### config.mk
export PLATFORM = sky130hd
export DESIGN_NAME = mmio_uart_tx_flat
export DESIGN_NICKNAME = d
export VERILOG_FILES = /design/src/rtl/mmio_uart_tx_pkg.sv /design/src/rtl/mmio_uart_tx_if.sv /design/src/rtl/mmio_uart_tx_sync_fifo.sv /design/src/rtl/mmio_uart_tx.sv /design/src/flat_wrapper.sv
export SDC_FILE = /design/constraint.sdc
export NUM_CORES = 1
export LEC_CHECK = 0
export CAP_MARGIN = 20
export CORE_AREA = 2 2 76 133
export CTS_CLUSTER_SIZE = 8
export DETAILED_ROUTE_END_ITERATION = 7
export DIE_AREA = 0 0 78 135
export GPL_TIMING_DRIVEN = 0
export PLACE_DENSITY = 0.74
export SLEW_MARGIN = 20
export SYNTH_ARGS = -nofsm -noshare
export SYNTH_HDL_FRONTEND = slang
export SYNTH_SLANG_ARGS = --single-unit
### constraint.sdc
create_clock -name clk -period 2.36 [get_ports clk]
set_input_delay 0.354 -clock clk [delete_from_list [all_inputs] [get_ports clk]]
set_output_delay 0.354 -clock clk [all_outputs]
set_load 0.01 [all_outputs]
### src/rtl/mmio_uart_tx_pkg.sv
// mmio_pkg: shared UART address map, STATUS bit indices and TX state encoding
package mmio_pkg;
  localparam logic [31:0] UART_BASE_ADDR = 32'h0000_0400;
  localparam logic [31:0] STATUS_OFFSET = 32'h0000_0004;
  localparam int ST_FULL = 0;
  localparam int ST_EMPTY = 1;
  localparam int ST_ACTIVE = 2;
  localparam int ST_OVF = 3;
  typedef enum logic [1:0] {IDLE, START, DATA, STOP} uart_state_t;
endpackage

### src/rtl/mmio_uart_tx_if.sv
// mmio_uart_tx_if: core data-port bus (mem_write/data_addr/write_data in, read_data/sel out); master=core, slave=uart
interface mmio_uart_tx_if;
  logic mem_write;
  logic [31:0] data_addr;
  logic [31:0] write_data;
  logic [31:0] read_data;
  logic sel;
  modport master(output mem_write, data_addr, write_data, input read_data, sel);
  modport slave(input mem_write, data_addr, write_data, output read_data, sel);
endinterface

### src/rtl/mmio_uart_tx_sync_fifo.sv
// sync_fifo: WIDTHxDEPTH FIFO with wrap-bit pointers; ports clk, rst, push, pop, din, dout (head), full, empty
module sync_fifo #(
  parameter int WIDTH = 8,
  parameter int DEPTH = 8
) (
  input  logic clk,
  input  logic rst,
  input  logic push,
  input  logic pop,
  input  logic [WIDTH-1:0] din,
  output logic [WIDTH-1:0] dout,
  output logic full,
  output logic empty
);
  localparam int AW = $clog2(DEPTH);
  logic [AW:0] wr_q, wr_d, rd_q, rd_d;
  logic [WIDTH-1:0] mem_q [DEPTH];
  logic do_push, do_pop;
  always_comb begin
    empty = wr_q == rd_q;
    full = (wr_q[AW] != rd_q[AW]) && (wr_q[AW-1:0] == rd_q[AW-1:0]);
    do_pop = pop && !empty;
    do_push = push && (!full || do_pop);
    wr_d = wr_q + {{AW{1'b0}}, do_push};
    rd_d = rd_q + {{AW{1'b0}}, do_pop};
  end
  assign dout = mem_q[rd_q[AW-1:0]];
  always_ff @(posedge clk) begin
    if (rst) begin
      wr_q <= '0;
      rd_q <= '0;
    end else begin
      wr_q <= wr_d;
      rd_q <= rd_d;
    end
    if (do_push) mem_q[wr_q[AW-1:0]] <= din;
  end
endmodule

### src/rtl/mmio_uart_tx.sv
// mmio_uart_tx: MMIO 8N1 UART transmitter; ports clk, reset, bus (slave: store/load window, status read mux), tx, busy
module mmio_uart_tx
  import mmio_pkg::*;
#(
  parameter int CLKS_PER_BIT = 16,
  parameter int FIFO_DEPTH = 8,
  parameter logic [31:0] BASE_ADDR = UART_BASE_ADDR
) (
  input  logic clk,
  input  logic reset,
  mmio_uart_tx_if.slave bus,
  output logic tx,
  output logic busy
);
  localparam int BW = $clog2(CLKS_PER_BIT);
  localparam logic [BW-1:0] BAUD_LAST = BW'(CLKS_PER_BIT - 1);
  uart_state_t state_q, state_d;
  logic [BW-1:0] baud_q, baud_d;
  logic [2:0] bit_q, bit_d;
  logic [7:0] shift_q, shift_d, head;
  logic tx_q, tx_d, ovf_q, ovf_d;
  logic sel_data, sel_stat, push, clr, pop, full, empty, baud_end;
  logic [31:0] status;
  sync_fifo #(.WIDTH(8), .DEPTH(FIFO_DEPTH)) u_fifo (
    .clk(clk),
    .rst(reset),
    .push(push),
    .pop(pop),
    .din(bus.write_data[7:0]),
    .dout(head),
    .full(full),
    .empty(empty)
  );
  always_comb begin
    sel_data = bus.data_addr == BASE_ADDR;
    sel_stat = bus.data_addr == BASE_ADDR + STATUS_OFFSET;
    push = bus.mem_write && sel_data;
    clr = bus.mem_write && sel_stat && bus.write_data[0];
    baud_end = baud_q == BAUD_LAST;
    pop = !empty && (state_q == IDLE || (state_q == STOP && baud_end));
    ovf_d = (push && full && !pop) ? 1'b1 : clr ? 1'b0 : ovf_q;
    state_d = state_q;
    baud_d = baud_end ? '0 : baud_q + 1'b1;
    bit_d = bit_q;
    shift_d = shift_q;
    case (state_q)
      IDLE: begin
        baud_d = '0;
        state_d = pop ? START : IDLE;
        shift_d = pop ? head : shift_q;
      end
      START: begin
        state_d = baud_end ? DATA : START;
        bit_d = baud_end ? 3'd0 : bit_q;
      end
      DATA: if (baud_end) begin
        shift_d = shift_q >> 1;
        bit_d = bit_q + 3'd1;
        state_d = bit_q == 3'd7 ? STOP : DATA;
      end
      STOP: if (baud_end) begin
        state_d = pop ? START : IDLE;
        shift_d = pop ? head : shift_q;
      end
      default: state_d = IDLE;
    endcase
    tx_d = state_q == START ? 1'b0 : state_q == DATA ? shift_q[0] : 1'b1;
    status = '0;
    status[ST_FULL] = full;
    status[ST_EMPTY] = empty;
    status[ST_ACTIVE] = state_q != IDLE;
    status[ST_OVF] = ovf_q;
    bus.read_data = sel_stat ? status : '0;
    bus.sel = sel_data || sel_stat;
  end
  always_ff @(posedge clk) begin
    if (reset) begin
      state_q <= IDLE;
      baud_q <= '0;
      bit_q <= '0;
      shift_q <= '0;
      tx_q <= 1'b1;
      ovf_q <= 1'b0;
    end else begin
      state_q <= state_d;
      baud_q <= baud_d;
      bit_q <= bit_d;
      shift_q <= shift_d;
      tx_q <= tx_d;
      ovf_q <= ovf_d;
    end
  end
  assign tx = tx_q;
  assign busy = !empty || state_q != IDLE;
endmodule

### src/flat_wrapper.sv
// flat-port wrapper written by rule: the top's interface ports become plain ports
module mmio_uart_tx_flat import mmio_pkg::*;
#(
  parameter int CLKS_PER_BIT = 16,
  parameter int FIFO_DEPTH = 8,
  parameter logic [31:0] BASE_ADDR = UART_BASE_ADDR
)
  (clk, reset, tx, busy, bus_mem_write, bus_data_addr, bus_write_data, bus_read_data, bus_sel);
  mmio_uart_tx_if bus_i ();
  input  logic clk;
  input  logic reset;
  output logic tx;
  output logic busy;
  input wire logic [$bits(bus_i.mem_write)-1:0] bus_mem_write;
  input wire logic [$bits(bus_i.data_addr)-1:0] bus_data_addr;
  input wire logic [$bits(bus_i.write_data)-1:0] bus_write_data;
  output wire logic [$bits(bus_i.read_data)-1:0] bus_read_data;
  output wire logic [$bits(bus_i.sel)-1:0] bus_sel;
  assign bus_i.mem_write = bus_mem_write;
  assign bus_i.data_addr = bus_data_addr;
  assign bus_i.write_data = bus_write_data;
  assign bus_read_data = bus_i.read_data;
  assign bus_sel = bus_i.sel;
  mmio_uart_tx #(.CLKS_PER_BIT(CLKS_PER_BIT), .FIFO_DEPTH(FIFO_DEPTH), .BASE_ADDR(BASE_ADDR)) u_core (.clk(clk), .reset(reset), .bus(bus_i), .tx(tx), .busy(busy));
endmodule
==> reports/summary.md, run 1 <==
### Yosys
• 0 — fraction of registers with async set or reset after synthesis
• 47 — count of distinct cell types in the synthesized netlist
• 0.4607 — Synth top area share
• 4172 µm² — post-synthesis cell area
• 64 x sky130_fd_sc_hd__edfxtp_1, 30 x sky130_fd_sc_hd__buf_4, 27 x sky130_fd_sc_hd__dfxtp_1 — top cells by count, synth
• 14.29 µm² — syn avg cell area
• 0.5903 — sequential element share of the synthesized area
• 0 — warnings from Yosys
• sky130_fd_sc_hd__edfxtp_1 46%, sky130_fd_sc_hd__dfxtp_1 13%, sky130_fd_sc_hd__mux4_2 5.9% — top area cells in the synthesized netlist
• 64 — EDFF count, synth
• sky130_fd_sc_hd__edfxtp_1 — count leader, synth
• 91 — number of register bits inferred by synthesis
• 292 — number of cells produced by synthesis
• sky130_fd_sc_hd__edfxtp_1 — leading register cell type out of synthesis
• sky130_fd_sc_hd__edfxtp_1 — library cell with the largest summed area after synthesis

### Clock tree
• 2 — maximum buffer depth of the clock tree
• 0.34 ns — later-pin clock latency in the skew report
• 3 — H-tree lvl count
• sky130_fd_sc_hd__clkbuf_16 — root buffer selected by CTS
• done — TritonCTS clock tree
• 0.07 ns — clock-pin slew on the worst setup and hold paths
• 9 — total CTS buffers
• 0 — quantity of hold-fixing buffers added after cts
• 91 — Sinks on Clock Net

### Critical path
• u_core.u_fifo.mem_q[6][0]$_DFFE_PP_ — R2R Path End
• 8 — critical-path maximum fanout
• u_core.u_fifo.wr_q[1]$_SDFF_PP0_ — startpoint of the worst register-to-register path
• -0.01 ns — FF-to-FF setup slack
• sky130_fd_sc_hd__buf_4 — most frequent cell on the critical path
• u_core.u_fifo.wr_q[1]$_SDFF_PP0_ — beginning of the critical path
• reg -> reg — Worst Setup Path Type
• 2.37 ns — Crit path required time
• flip-flop — crit end category
• 3 — Bufs and invs on worst path
• u_core.u_fifo.mem_q[6][0]$_DFFE_PP_ — Setup crit end
• buf_2 -> xor2_2 -> nor4b_4 -> buf_4 -> a21oi_2 -> nand3b_1 -> buf_4 -> nor2_4 — cells traversed along the worst timing path
• 8 — stages on the worst setup path
• 8 — worst reg2reg path depth
• flip-flop — Worst Setup Start Kind
• 2.38 ns — Crit path arrival time
• sky130_fd_sc_hd__dfxtp_1 — CP max-delay cell
• 0.35 ns — maximum single-stage delay on the critical path
• buffers and inverters — dominant delay contributor by cell family on the critical path

### Finish
• 0.5866 — final core occ
• 744 — final-layout fill cell count
• 467 — number of nets in the finished design
• 5519 µm² — post-route cell area
• 0 — Antenna Diode Count
• 0.2690 — share of post-route cells with drive strength above 1
• 32.30% — signed area change from the synthesized netlist to the final layout

### Floorplanning
• 10530 µm² — Die Outline Area
• 0.4434 — starting density of the core
• 135 µm — vertical die dimension
• 47 — number of cell rows
• 102 — number of I/O pins
• 9409 µm² — Placeable Area
• 78 µm — die width

### Timing
• 0.008650 ns — Post-Route Skew
• 1.005 — share of the cycle needed by the critical path after routing
• yes — setup repair after global routing missed its margin
• 0.2953 ns — Hold WS
• 2.373 ns — minimum clock period after layout
• 12 — final setup violation count
• 0 — Final Hold Violating Endpoints
• 421.4 MHz — FMAX
• 0 — max-slew violation count
• -0.01298 ns — worst setup margin

### Route
• 0 — Routed Antenna Nets
• 2576 — total number of vias
• 17.04 µm — Routed WL per cell
• 0 — DRC
• 4 — first drt pass iteration count
• 4.992 — via/cell ratio
• 8792 µm — wirelength, routed
• 120 — First DRT Iteration DRCs

### Power
• 4177 µW — total power after layout
• 756.8 nW/µm² — PD cells
• 3161 µW — cell-internal power
• 0.0008120 V — VDD IR max
• 0.002033 µW — static leakage
• 0.200 — Comb power frac
• 0.369 — Clock power frac
• 0.2431 — Sw Ratio
• 0.431 — portion of total power attributed to sequential cells
• 1015 µW — net load switching power

### Job
• 0 — max capacitance violation total

### Place
• 48 — Buffers on Ports
• 4916 µm² — Placed Instance Area
• 5908 µm — estimated wirelength of the detail-placed design
• 0.7081 — GP Congestion

### Global route
• 0 — number of antenna violations at the first check in global routing
• 0.1684 — gr usage total
• 0 — aggregate global routing overflow
• 13230 µm — first-pass GRT wire length
• 17 — pin count of the biggest net entering global routing
• 2608 — via count of the first global-routing pass

### Worst hold path
• in -> reg — hold crit path type

### Status
• negative setup slack — failing checks
• finished, violations left — outcome

## cell type report
cell class,count,area [µm²],share of cell area
Tap cell,122,152.6,0.02766
Multi-Input combinational cell,183,1614,0.2925
Clock inverter,7,100.1,0.01814
Inverter,5,18.77,0.003401
Sequential cell,91,2462,0.4462
Clock buffer,9,225.2,0.04081
Buffer,40,305.3,0.05532
Timing Repair Buffer,59,640.6,0.1161
## power groups by stage
stage | Sequential [µW] | Clock, µW | Combinational, µW
2_1_floorplan | 1830 | 0 | 572
3_3_place_gp | 1830 | 0 | 787
3_5_place_dp | 1830 | 0 | 802
4_1_cts | 1800 | 1570 | 820
5_1_grt | 1810 | 1640 | 918
6_report | 1800 | 1540 | 834
## per-layer routing
metal  track usage  vias up  part of all wire
met2        0.3257       56              0.57
met3       0.02607       17             0.032
li1              -     1241                 -
met4       0.08382        0             0.028
met5             0        -                 0
met1        0.1706     1262              0.37
## kinds of logic (layout without fill, tap and decap cells)
kind of cell | count (synthesis) | count (layout) | share of synthesized area
adders and majority gates | 11 | 11 | 0.03299
and+or+nand+nor | 75 | 75 | 0.09538
buffers and inverters | 45 | 120 | 0.07648
muxes | 25 | 25 | 0.1125
AOI/OAI and AO/OA | 32 | 32 | 0.06089
other | 1 | 28 | 0.0008990
DFF | 91 | 91 | 0.5903
xor gates and xnor gates | 12 | 12 | 0.03059
## worst min-delay path by stage
stage | startpoint | end | slack [ns] | cells after the start
floorplan | u_core.baud_q[0]$_SDFF_PP0_ | u_core.baud_q[0]$_SDFF_PP0_ | 0.42 | 1
global placement | u_core.baud_q[0]$_SDFF_PP0_ | u_core.baud_q[0]$_SDFF_PP0_ | 0.43 | 1
detailed placement | u_core.baud_q[0]$_SDFF_PP0_ | u_core.baud_q[0]$_SDFF_PP0_ | 0.44 | 1
CTS | reset | u_core.u_fifo.rd_q[1]$_SDFF_PP0_ | 0.29 | 2
global route | reset | u_core.u_fifo.rd_q[1]$_SDFF_PP0_ | 0.30 | 2
finish | reset | u_core.u_fifo.rd_q[0]$_SDFF_PP0_ | 0.30 | 2
## through the flow
stage / instances / TNS [ns] / setup slack [ns]
5_1_grt: 516 / -2.996 / -0.1051
6_report: 516 / -0.08781 / -0.01298
3_5_place_dp: 489 / -41.34 / -0.6738
4_1_cts: 510 / -7.347 / -0.1692
3_3_place_gp: 489 / -43.87 / -0.9764
2_1_floorplan: 319 / 0 / 0.1450
## registers in the layout, indices dropped and copies added (netlist names), 2 cells and up
| name | flops |
|---|---|
| u_core.baud_q | 4 |
| u_core.bit_q | 3 |
| u_core.shift_q | 8 |
| u_core.state_q | 2 |
| u_core.u_fifo.mem_q | 64 |
| u_core.u_fifo.rd_q | 4 |
| u_core.u_fifo.wr_q | 4 |
## cell usage in the layout (no fill, tap or decap), types with 4 or more instances in the layout
| cell type | count |
|---|---|
| sky130_fd_sc_hd__clkbuf_16 | 9 |
| sky130_fd_sc_hd__conb_1 | 28 |
| sky130_fd_sc_hd__buf_2 | 4 |
| sky130_fd_sc_hd__xnor2_1 | 5 |
| sky130_fd_sc_hd__nand2_1 | 13 |
| sky130_fd_sc_hd__nor2b_1 | 4 |
| sky130_fd_sc_hd__and3_1 | 4 |
| sky130_fd_sc_hd__mux4_1 | 5 |
| sky130_fd_sc_hd__dfxtp_1 | 27 |
| sky130_fd_sc_hd__o21ai_0 | 8 |
| sky130_fd_sc_hd__ha_1 | 11 |
| sky130_fd_sc_hd__a22o_1 | 8 |
| sky130_fd_sc_hd__buf_12 | 8 |
| sky130_fd_sc_hd__mux4_2 | 11 |
| sky130_fd_sc_hd__nor4_1 | 4 |
| sky130_fd_sc_hd__edfxtp_1 | 64 |
| sky130_fd_sc_hd__inv_1 | 5 |
| sky130_fd_sc_hd__nand3_1 | 4 |
| sky130_fd_sc_hd__buf_4 | 34 |
| sky130_fd_sc_hd__mux2i_1 | 9 |
| sky130_fd_sc_hd__nor2_4 | 6 |
| sky130_fd_sc_hd__nor2_1 | 15 |
| sky130_fd_sc_hd__clkdlybuf4s50_1 | 40 |
## what timing repair did
item	CTS	global route
pin swaps	4	10
endpoints found under the setup margin	70	70
buffers inserted	5	6
gates resized for setup	17	23
endpoints found under the hold margin	0	0
Power figures use the tool's default switching activity.
==> run 2, diff against run 1 <==
Clock period 2.36 ns to 2 ns, I/O delays scaled along.
==> run 2 against run 1 <==
Sequential share of layout area shrank 1.4 points. The flow now finishes without violations. Critical path depth shrank 2. First-iteration DRC count up 1.7%. Worst hold slack got worse by 0.061 ns. Via count rose by 2.8%. Critical endpoint is now bus_read_data[0]. Combinational power rose by 15%. Register-to-register slack better by 0.02 ns. Worst setup slack better by 0.019 ns. Highest routed layer unchanged. Design area is 3.7% higher. Flip-flop and latch count unchanged.
==> reports/summary.md, run 2 (synthesis gave the netlist of run 1 again) <==
### Timing
• 0.006687 ns — Post-Route Skew
• yes — setup repair after global routing missed its margin
• 0 ns — Setup Total Neg Slack
• 0 — final setup violation count
• 0 — max-slew violation count
• 501.5 MHz — FMAX
• 0 — Final Hold Violating Endpoints
• 0.2347 ns — Hold WS
• 0.9971 — share of the cycle needed by the critical path after routing
• 1.994 ns — minimum clock period after layout

### Place
• 0.7416 — GP Congestion
• 48 — Buffers on Ports
• 5796 µm — estimated wirelength of the detail-placed design

### Route
• met4 — top layer reached by signal wires
• 3318 µm — routed length on met1
• 122 — First DRT Iteration DRCs
• 8944 µm — wirelength, routed
• 0 — DRC
• 258 µm — met3 WL post-DR
• 5 — first drt pass iteration count
• 2649 — total number of vias
• 5126 µm — Routed met2 length
• 0 — Routed Antenna Nets
• 16.81 µm — Routed WL per cell
• 4.979 — via/cell ratio

### Clock tree
• 0.34 ns — later-pin clock latency in the skew report
• 0.06 ns — clock-pin slew on the worst setup and hold paths
• 3 — H-tree lvl count
• 91 — Sinks on Clock Net
• done — TritonCTS clock tree
• 9 — total CTS buffers
• 2 — maximum buffer depth of the clock tree
• sky130_fd_sc_hd__clkbuf_16 — root buffer selected by CTS
• 0 — quantity of hold-fixing buffers added after cts

### Critical path
• 1.70 ns — Crit path required time
• u_core.u_fifo.mem_q[0][7]$_DFFE_PP_ — R2R Path End
• u_core.u_fifo.wr_q[1]$_SDFF_PP0_ — beginning of the critical path
• 3 — critical-path maximum fanout
• buf_6 -> xor2_4 -> nor4b_4 -> buf_4 -> and3_4 -> buf_6 — cells traversed along the worst timing path
• 0.33 ns — maximum single-stage delay on the critical path
• reg -> out — Worst Setup Path Type
• output port — crit end category
• 7 — worst reg2reg path depth
• sky130_fd_sc_hd__buf_6 — most frequent cell on the critical path
• 0.006 ns — FF-to-FF setup slack
• 1.69 ns — Crit path arrival time
• u_core.baud_q[0]$_SDFF_PP0_ — startpoint of the worst register-to-register path
• sky130_fd_sc_hd__dfxtp_2 — CP max-delay cell
• flip-flop — Worst Setup Start Kind

### Finish
• 1724 µm² — multi-input gate area in the final layout
• sky130_fd_sc_hd__edfxtp_1 — commonest non-fill, non-tap cell in the layout
• 0.3415 — share of post-route cells with drive strength above 1
• 2474 µm² — area occupied by registers
• 717 — final-layout fill cell count
• 483 — number of nets in the finished design
• 64 — number of flip-flops under the largest register name
• 64 x sky130_fd_sc_hd__edfxtp_1, 50 x sky130_fd_sc_hd__buf_4, 28 x sky130_fd_sc_hd__conb_1, 22 x sky130_fd_sc_hd__dfxtp_1, 16 x sky130_fd_sc_hd__dlygate4sd2_1 — most used cells in the layout excluding fill and tap cells
• 0 — Antenna Diode Count
• 37.19% — signed area change from the synthesized netlist to the final layout

### Global route
• 13630 µm — first-pass GRT wire length
• 0 — aggregate global routing overflow
• 16 — pin count of the biggest net entering global routing
• 0.1739 — gr usage total
• 2662 — via count of the first global-routing pass
• 0 — number of antenna violations at the first check in global routing

### Floorplanning
• 10530 µm² — Die Outline Area
• 47 — number of cell rows
• 102 — number of I/O pins
• 9409 µm² — Placeable Area
• 0.4434 — starting density of the core
• 135 µm — vertical die dimension
• 78 µm — die width

### Job
• 0 — max capacitance violation total

### Worst hold path
• reset — beginning of the worst hold path
• 2 — depth of the worst hold-timing path
• u_core.u_fifo.wr_q[0]$_SDFF_PP0_ — WHS Endpoint
• in -> reg — hold crit path type

### Status
• complete, no violations — outcome

### Power
• 4895 µW — total power after layout
• 0.002133 µW — static leakage
• 0.0007806 V — VDD IR max
• 855.3 nW/µm² — PD cells

[run 2: layer usage]
metal	track usage	vias up
met5	0	-
met4	0.07310	0
met3	0.04011	16
met2	0.3324	62
met1	0.1771	1300
li1	-	1271
[run 2: worst max-delay path, delay by kind of cell, from the launching register on]
kind                      cells  cell delay [ns]
xor gates and xnor gates      1             0.18
buffers and inverters         3             0.40
DFF                           1             0.33
and+or+nand+nor               2             0.44
[run 2: worst max-delay path by stage]
stage / slack [ns] / cells past startpoint / endpoint
6_report: 0.006 / 6 / bus_read_data[0]
5_1_grt: -0.08 / 9 / u_core.u_fifo.mem_q[0][7]$_DFFE_PP_
4_1_cts: -0.01 / 10 / u_core.u_fifo.wr_q[2]$_SDFF_PP0_
3_5_place_dp: -0.97 / 6 / u_core.u_fifo.mem_q[3][7]$_DFFE_PP_
3_3_place_gp: -0.95 / 6 / u_core.u_fifo.mem_q[3][7]$_DFFE_PP_
2_1_floorplan: 0.0004 / 7 / u_core.u_fifo.mem_q[3][0]$_DFFE_PP_
[run 2: final cells by class]
cell class	count	share of cell area
Tap cell	122	0.02667
Timing Repair Buffer	77	0.1316
Inverter	5	0.003279
Clock buffer	10	0.04001
Multi-Input combinational cell	183	0.3013
Clock inverter	6	0.01530
Sequential cell	91	0.4322
Buffer	38	0.04963
[run 2: through the flow]
step / setup WS, ns / utilization / std cells / instance area (µm²)
after CTS: -0.009567 / 0.5868 / 520 / 5522
after global routing: -0.08268 / 0.6082 / 532 / 5723
after detailed placement: -0.9699 / 0.5225 / 489 / 4916
after floorplan: 0.0004162 / - / 319 / 4283
after global placement: -0.9518 / 0.5225 / 489 / 4916
final: 0.005817 / 0.6082 / 532 / 5723
[run 2: power breakdown]
part / switching (µW) / leakage [µW] / internal, µW
registers: 61.6 / 0.000796 / 2090
logic: 427 / 0.00119 / 528
clock network: 693 / 0.000147 / 1090
[run 2: repair_timing]
item | 4_1_cts | 5_1_grt
cloned | 0 | 0
buffers inserted | 15 | 14
setup endpoints to repair | 73 | 75
gates resized for setup | 84 | 35
pin swaps | 21 | 21
